## src/rtl/uart_byte_tx.sv

```systemverilog
// uart_byte_tx
//   UART transmit stage. Bytes arrive over a valid/ready handshake and are
//   queued in a small FIFO. They are then sent LSB first onto the serial
//   line as 8N1 frames, or as 8E1 frames when parity is enabled.
//   If bytes are still queued when a stop bit ends, the next start bit
//   follows directly, with no idle gap between frames.
//
// Optional feature macro: UART_TX_PARITY_EN
//   When defined, an even-parity bit is sent after data bit 7 (8E1 frame).
//
// Ports
//   clock          system clock, rising edge
//   reset_n        synchronous active-low reset
//   tx_data        byte to enqueue
//   tx_valid       tx_data is valid
//   tx_ready       FIFO can accept a byte (transfer when tx_valid && tx_ready)
//   uart_tx        registered serial output, idle high
//   tx_busy        high while any frame bit is being driven
//   fifo_count     bytes queued but not yet started
//   fifo_overflow  sticky; set when tx_valid is seen while tx_ready is low

module uart_byte_tx #(
    parameter int CLKS_PER_BIT = 10417,
    parameter int FIFO_AW      = 4
) (
    input  logic               clock,
    input  logic               reset_n,
    input  logic [7:0]         tx_data,
    input  logic               tx_valid,
    output logic               tx_ready,
    output logic               uart_tx,
    output logic               tx_busy,
    output logic [FIFO_AW:0]   fifo_count,
    output logic               fifo_overflow
);

    localparam int                 DEPTH     = 2 ** FIFO_AW;
    localparam logic [FIFO_AW:0]   DEPTH_CNT = DEPTH[FIFO_AW:0];
    localparam logic [31:0]        LAST_TICK = 32'(CLKS_PER_BIT - 1);

`ifdef UART_TX_PARITY_EN
    typedef enum logic [2:0] {
        S_IDLE   = 3'd0,
        S_START  = 3'd1,
        S_DATA   = 3'd2,
        S_STOP   = 3'd3,
        S_PARITY = 3'd4
    } state_t;
`else
    typedef enum logic [2:0] {
        S_IDLE   = 3'd0,
        S_START  = 3'd1,
        S_DATA   = 3'd2,
        S_STOP   = 3'd3
    } state_t;
`endif

    logic [7:0]          r_mem [0:DEPTH-1];
    logic [FIFO_AW-1:0]  r_wrPtr;
    logic [FIFO_AW-1:0]  r_rdPtr;
    logic [FIFO_AW:0]    r_count;
    logic                r_overflow;

    state_t              r_state;
    logic [31:0]         r_timer;
    logic [2:0]          r_bitIdx;
    logic [7:0]          r_shift;
    logic                r_tx;

    state_t              w_stateNext;
    logic [31:0]         w_timerNext;
    logic [2:0]          w_bitIdxNext;
    logic                w_pop;
    logic                w_push;
    logic                w_txNext;
    logic                w_bitDone;

    assign tx_ready      = (r_count < DEPTH_CNT) && reset_n;
    assign w_push        = tx_valid && tx_ready;
    assign w_bitDone     = (r_timer == LAST_TICK);
    assign uart_tx       = r_tx;
    assign tx_busy       = (r_state != S_IDLE);
    assign fifo_count    = r_count;
    assign fifo_overflow = r_overflow;

    // FIFO storage has no reset; resetting the pointers discards its contents.
    always_ff @(posedge clock) begin
        if (w_push) begin
            r_mem[r_wrPtr] <= tx_data;
        end
    end

    // FIFO pointers, occupancy and the sticky overflow flag.
    // The FSM only pops when the count is non-zero, so the count cannot underflow.
    always_ff @(posedge clock) begin
        if (!reset_n) begin
            r_wrPtr    <= '0;
            r_rdPtr    <= '0;
            r_count    <= '0;
            r_overflow <= 1'b0;
        end else begin
            if (w_push) begin
                r_wrPtr <= r_wrPtr + 1'b1;
            end
            if (w_pop) begin
                r_rdPtr <= r_rdPtr + 1'b1;
            end
            case ({w_push, w_pop})
                2'b10:   r_count <= r_count + 1'b1;
                2'b01:   r_count <= r_count - 1'b1;
                default: r_count <= r_count;
            endcase
            if (tx_valid && !tx_ready) begin
                r_overflow <= 1'b1;
            end
        end
    end

    // FSM state register. The head byte is copied into the shift register
    // at pop time, so later FIFO writes cannot disturb a frame in flight.
    always_ff @(posedge clock) begin
        if (!reset_n) begin
            r_state  <= S_IDLE;
            r_timer  <= '0;
            r_bitIdx <= '0;
            r_shift  <= '0;
            r_tx     <= 1'b1;
        end else begin
            r_state  <= w_stateNext;
            r_timer  <= w_timerNext;
            r_bitIdx <= w_bitIdxNext;
            r_tx     <= w_txNext;
            if (w_pop) begin
                r_shift <= r_mem[r_rdPtr];
            end
        end
    end

    // Next-state logic. The line level is derived from the next state, so
    // uart_tx leaves a flop and changes on the same edge as the state.
    always_comb begin
        w_stateNext  = r_state;
        w_timerNext  = r_timer + 32'd1;
        w_bitIdxNext = r_bitIdx;
        w_pop        = 1'b0;
        w_txNext     = 1'b1;

        case (r_state)
            S_IDLE: begin
                w_timerNext = '0;
                if (r_count != '0) begin
                    w_pop       = 1'b1;
                    w_stateNext = S_START;
                end
            end
            S_START: begin
                if (w_bitDone) begin
                    w_stateNext  = S_DATA;
                    w_timerNext  = '0;
                    w_bitIdxNext = '0;
                end
            end
            S_DATA: begin
                if (w_bitDone) begin
                    w_timerNext = '0;
                    if (r_bitIdx == 3'd7) begin
`ifdef UART_TX_PARITY_EN
                        w_stateNext = S_PARITY;
`else
                        w_stateNext = S_STOP;
`endif
                    end else begin
                        w_bitIdxNext = r_bitIdx + 3'd1;
                    end
                end
            end
`ifdef UART_TX_PARITY_EN
            S_PARITY: begin
                if (w_bitDone) begin
                    w_stateNext = S_STOP;
                    w_timerNext = '0;
                end
            end
`endif
            S_STOP: begin
                if (w_bitDone) begin
                    w_timerNext = '0;
                    if (r_count != '0) begin
                        w_pop       = 1'b1;
                        w_stateNext = S_START;
                    end else begin
                        w_stateNext = S_IDLE;
                    end
                end
            end
            default: begin
                w_stateNext = S_IDLE;
                w_timerNext = '0;
            end
        endcase

        case (w_stateNext)
            S_START:  w_txNext = 1'b0;
            S_DATA:   w_txNext = r_shift[w_bitIdxNext];
`ifdef UART_TX_PARITY_EN
            S_PARITY: w_txNext = ^r_shift;
`endif
            default:  w_txNext = 1'b1;
        endcase
    end

endmodule
```

## config.mk

```make
export PLATFORM = sky130hd
export DESIGN_NAME = uart_byte_tx
export DESIGN_NICKNAME = d
export VERILOG_FILES = /design/src/rtl/uart_byte_tx.sv
export SDC_FILE = /design/constraint.sdc
export NUM_CORES = 1
export LEC_CHECK = 0
export CAP_MARGIN = 25
export CORE_ASPECT_RATIO = 1.4
export CORE_MARGIN = 2
export CORE_UTILIZATION = 50
export CTS_CLUSTER_DIAMETER = 150
export DETAILED_ROUTE_END_ITERATION = 8
export PLACE_DENSITY = 0.81
export SYNTH_ARGS = -nofsm -noshare
export SYNTH_HDL_FRONTEND = slang
export SYNTH_SLANG_ARGS = --single-unit
```

## constraint.sdc

```tcl
create_clock -name clock -period 3.33 [get_ports clock]
set_input_delay 0.333 -clock clock [delete_from_list [all_inputs] [get_ports clock]]
set_output_delay 0.333 -clock clock [all_outputs]
set_load 0.02 [all_outputs]
```

==> results.json <==
{
  "yosysTopAreaCell": "edfxtp_1",
  "initial_core_util": 0.505,
  "yosysTopAreaCellShare": 0.475,
  "dp_hpwl_um": 10700,
  "grt_pass1_wl_um": 25500,
  "p_leak_nw": 2.99,
  "seq_power_share": 0.461,
  "slew_headroom": 0.463,
  "ys_types": 62,
  "wl_um": 15700,
  "die_height_um": 155,
  "pwr-share-clk": 0.338,
  "hold_viol_final": 0,
  "whs_path_depth": 1,
  "synthesis.nets": 591,
  "p_per_area_nw_per_um2": 645,
  "cpMaxStageDelayCell": "fa_1",
  "clock_latency_ns": 0.43,
  "max_stage_delay_ns": 0.40,
  "drt-pass1-iter-count": 4,
  "cts_tree": "built",
  "dp.cells": 779,
  "worst_ep_required_time_ns": 3.69,
  "maxCapViolations": 0,
  "final_layout_size_suffix_gt1_frac": 0.184,
  "power.net_switching_mw": 1.58,
  "syn-cell-area_um2": 8100,
  "area_growth_syn_to_layout_pct": 13.7,
  "fin_nets": 624,
  "worst_pin_slew_ns": 0.803,
  "r2r_end": "fifo_count[4]",
  "finalCriticalPeriod_ns": 3.08,
  "syn_avg_cell_area_um2": 14.3,
  "reg2reg_depth": 15,
  "postLayoutCellArea_um2": 9210,
  "fp.coreArea_um2": 16000,
  "clk_path_buf_depth": 2,
  "dr.first_iter.drc_count": 342,
  "fp.dieArea_um2": 17200,
  "die_x_um": 112,
  "critPathLaunchType": "flip-flop",
  "layout.cells.non_filler": 812,
  "drt-wirelength-per-cell_um": 19.4,
  "swShare": 0.266,
  "vias_per_cell": 5.78,
  "io_buffers": 19,
  "setup_viol": 0,
  "intPower_mw": 4.36,
  "vias": 4697,
  "cp.depth": 15,
  "ant_nets": 0,
  "dpl_cell_area_um2": 8600,
  "cts.sinks": 189,
  "ys_seq_area_frac": 0.625,
  "rows": 55,
  "grt_max_degree": 36,
  "crit_fanout": 5,
  "worstSetupStartpoint": "r_timer[0]",
  "crit_top_cell": "inv_1",
  "skew_ns": 0.00713,
  "num_antenna_cells": 0,
  "reg2reg_setup_slack_ns": 0.25,
  "synthTopCellsByArea": "edfxtp_1 (47%), dfxtp_1 (15%), mux4_2 (11%), nor2_1 (2.7%), xnor2_1 (2.2%)",
  "min_period_over_period": 0.926,
  "grt_usage": 0.194,
  "cts_hold_buf": 0,
  "async_flop_share": 0,
  "gp_congestion": 0.790,
  "grt_pass1_vias": 4784,
  "syn_inst": 567,
  "p_comb_frac": 0.201,
  "rr_startpoint": "r_timer[0]",
  "synth_edf_count": 128,
  "finalCoreUtilization": 0.574,
  "root_buffer": "clkbuf_16",
  "ios": 20,
  "cp_top_family": "simple AND/OR/NAND/NOR gates",
  "outcome": "finished, final reports clean",
  "critical_path_class": "reg -> reg",
  "htreeDepth": 4,
  "drv_slew": 0,
  "cts_buffers": 17,
  "yosysWarnings": 0,
  "crit_chain": "inv_1 -> ha_1 -> nor4b_4 -> and4_4 -> nand4_1 -> a211oi_2 -> ha_2 -> inv_1 -> fa_1 -> inv_1 -> a21o_1 -> a21oi_1 -> xnor2_1 -> or3_1 -> a21boi_0",
  "max_freq_mhz": 324,
  "path_buf_inv": 3,
  "grt_overflow": 0,
  "synth_ff_type": "edfxtp_1",
  "drc": 0,
  "synth-seq-cells": 189,
  "crit_arrival_ns": 3.44,
  "antenna_found_initial": 0,
  "clkTransAtPathRegs_ns": 0.07,
  "min_path_type": "reg -> reg",
  "crit_path_end_kind": "flip-flop",
  "power_mw": 5.94,
  "endpoint": "fifo_count[4]",
  "peakVddDrop_v": 0.000464
}
-- power by group through the flow --
stage / sequential, mW / combinational, mW / clock [mW]
floorplan: 2.75 / 0.894 / 0
global placement: 2.78 / 1.14 / 0
detailed placement: 2.79 / 1.19 / 0
CTS: 2.74 / 1.20 / 2.04
global route: 2.76 / 1.29 / 2.15
finish: 2.74 / 1.19 / 2.01
-- worst min path at each step --
stage	slack (ns)	to	from
after floorplan	0.43	r_mem[0][0]	tx_data[0]
after global placement	0.46	r_timer[0]	r_timer[0]
after detailed placement	0.50	fifo_overflow	fifo_overflow
after CTS	0.51	r_timer[0]	r_timer[0]
after global routing	0.52	r_timer[0]	r_timer[0]
final	0.50	r_timer[0]	r_timer[0]
-- metal layers --
layer,GRT usage,wire length (um),vias to the layer above
met5,0,0,-
met4,0.0917,459,0
met3,0.0380,398,34
met2,0.352,8700,74
met1,0.218,6170,2407
li1,-,-,2182
-- timing repair --
action	in CTS	in global routing
setup endpoints to repair	0	1
setup buffers	0	1
gates resized for setup	0	4
-- cell usage in the layout (no fill, tap or decap), types with 3 or more instances in the layout --
master           Yosys  routed
inv_6                0       3
or4_1                3       3
nand3_1             13      13
clkbuf_16            0      17
a21oi_1              9       9
xor2_1              19      19
buf_4                1      21
nand2_1             29      29
ha_1                12      11
nor2b_1             15      15
inv_1               18      18
nor3_1               9       9
nand2b_1             4       4
xnor2_1             20      20
a21o_1               3       3
dfxtp_1             61      60
nor2_1              59      59
clkdlybuf4s50_1      0      19
clkinvlp_4           0       3
and2_1              14      14
and3_1               4       4
mux2i_1             11      11
nor4_1               4       4
nand4_1              9       9
o21ai_0             10      10
inv_8                0       3
edfxtp_1           128     128
or3_1                4       4
mux4_2              40      40
-- Yosys cell counts (all sizes together), types with 2 or more instances --
cell type	instances
edfxtp	128
dfxtp	61
nor2	59
mux4	40
nand2	29
xnor2	20
xor2	19
inv	18
clkbuf	17
nor2b	15
and2	14
nand3	13
ha	12
mux2i	11
nand4	11
a21oi	10
buf	10
o21ai	10
nor3	9
nor4	8
and3	4
nand2b	4
or3	4
or4	4
a21o	3
a2111oi	2
a211oi	2
a31o	2
a31oi	2
and4	2
and4bb	2
nor3b	2
o31ai	2
-- cell families after synthesis --
family                     after synthesis  share of synthesized area
AOI/OAI and AO/OA                       45                     0.0400
buffers and inverters                   45                     0.0222
DFF                                    189                      0.625
adders and majority gates               13                     0.0210
muxes                                   52                      0.126
other                                    1                   0.000463
and+or+nand+nor                        183                      0.123
xor gates and xnor gates                39                     0.0422
-- worst register-to-register path: stages, from the launching register on --
cell and delay (ns):
dfxtp_1 0.35, inv_1 0.07, ha_1 0.14, nor4b_4 0.24
and4_4 0.28, nand4_1 0.12, a211oi_2 0.27, ha_2 0.24
inv_1 0.07, fa_1 0.40, inv_1 0.08, a21o_1 0.10
a21oi_1 0.08, xnor2_1 0.13, or3_1 0.30, a21boi_0 0.16
-- sequential cells by signal, summed over array words and instances, names as in the netlist --
signal         count
r_mem            128
r_timer           32
r_shift            8
fifo_count         5
r_rdPtr            4
r_wrPtr            4
r_bitIdx           3
r_state            3
fifo_overflow      1
uart_tx            1
-- stage by stage --
| stage | hold WS (ns) | setup TNS, ns | setup slack (ns) |
|---|---|---|---|
| after floorplan | 0.432 | 0 | 0.0336 |
| after global placement | 0.457 | 0 | 0.215 |
| after detailed placement | 0.497 | 0 | 0.117 |
| after CTS | 0.512 | 0 | 0.0980 |
| after global routing | 0.524 | -0.0187 | -0.0187 |
| final | 0.503 | 0 | 0.247 |
-- area by class of cell --
type,count,area [um^2]
fill,1215,6830
sequential,189,5070
multi-input combinational,333,2870
clock buffer,18,429
timing repair buffer,41,368
tap,199,249
clock inverter,14,156
inverter,18,67.6
(Power assumes the default switching activity.)
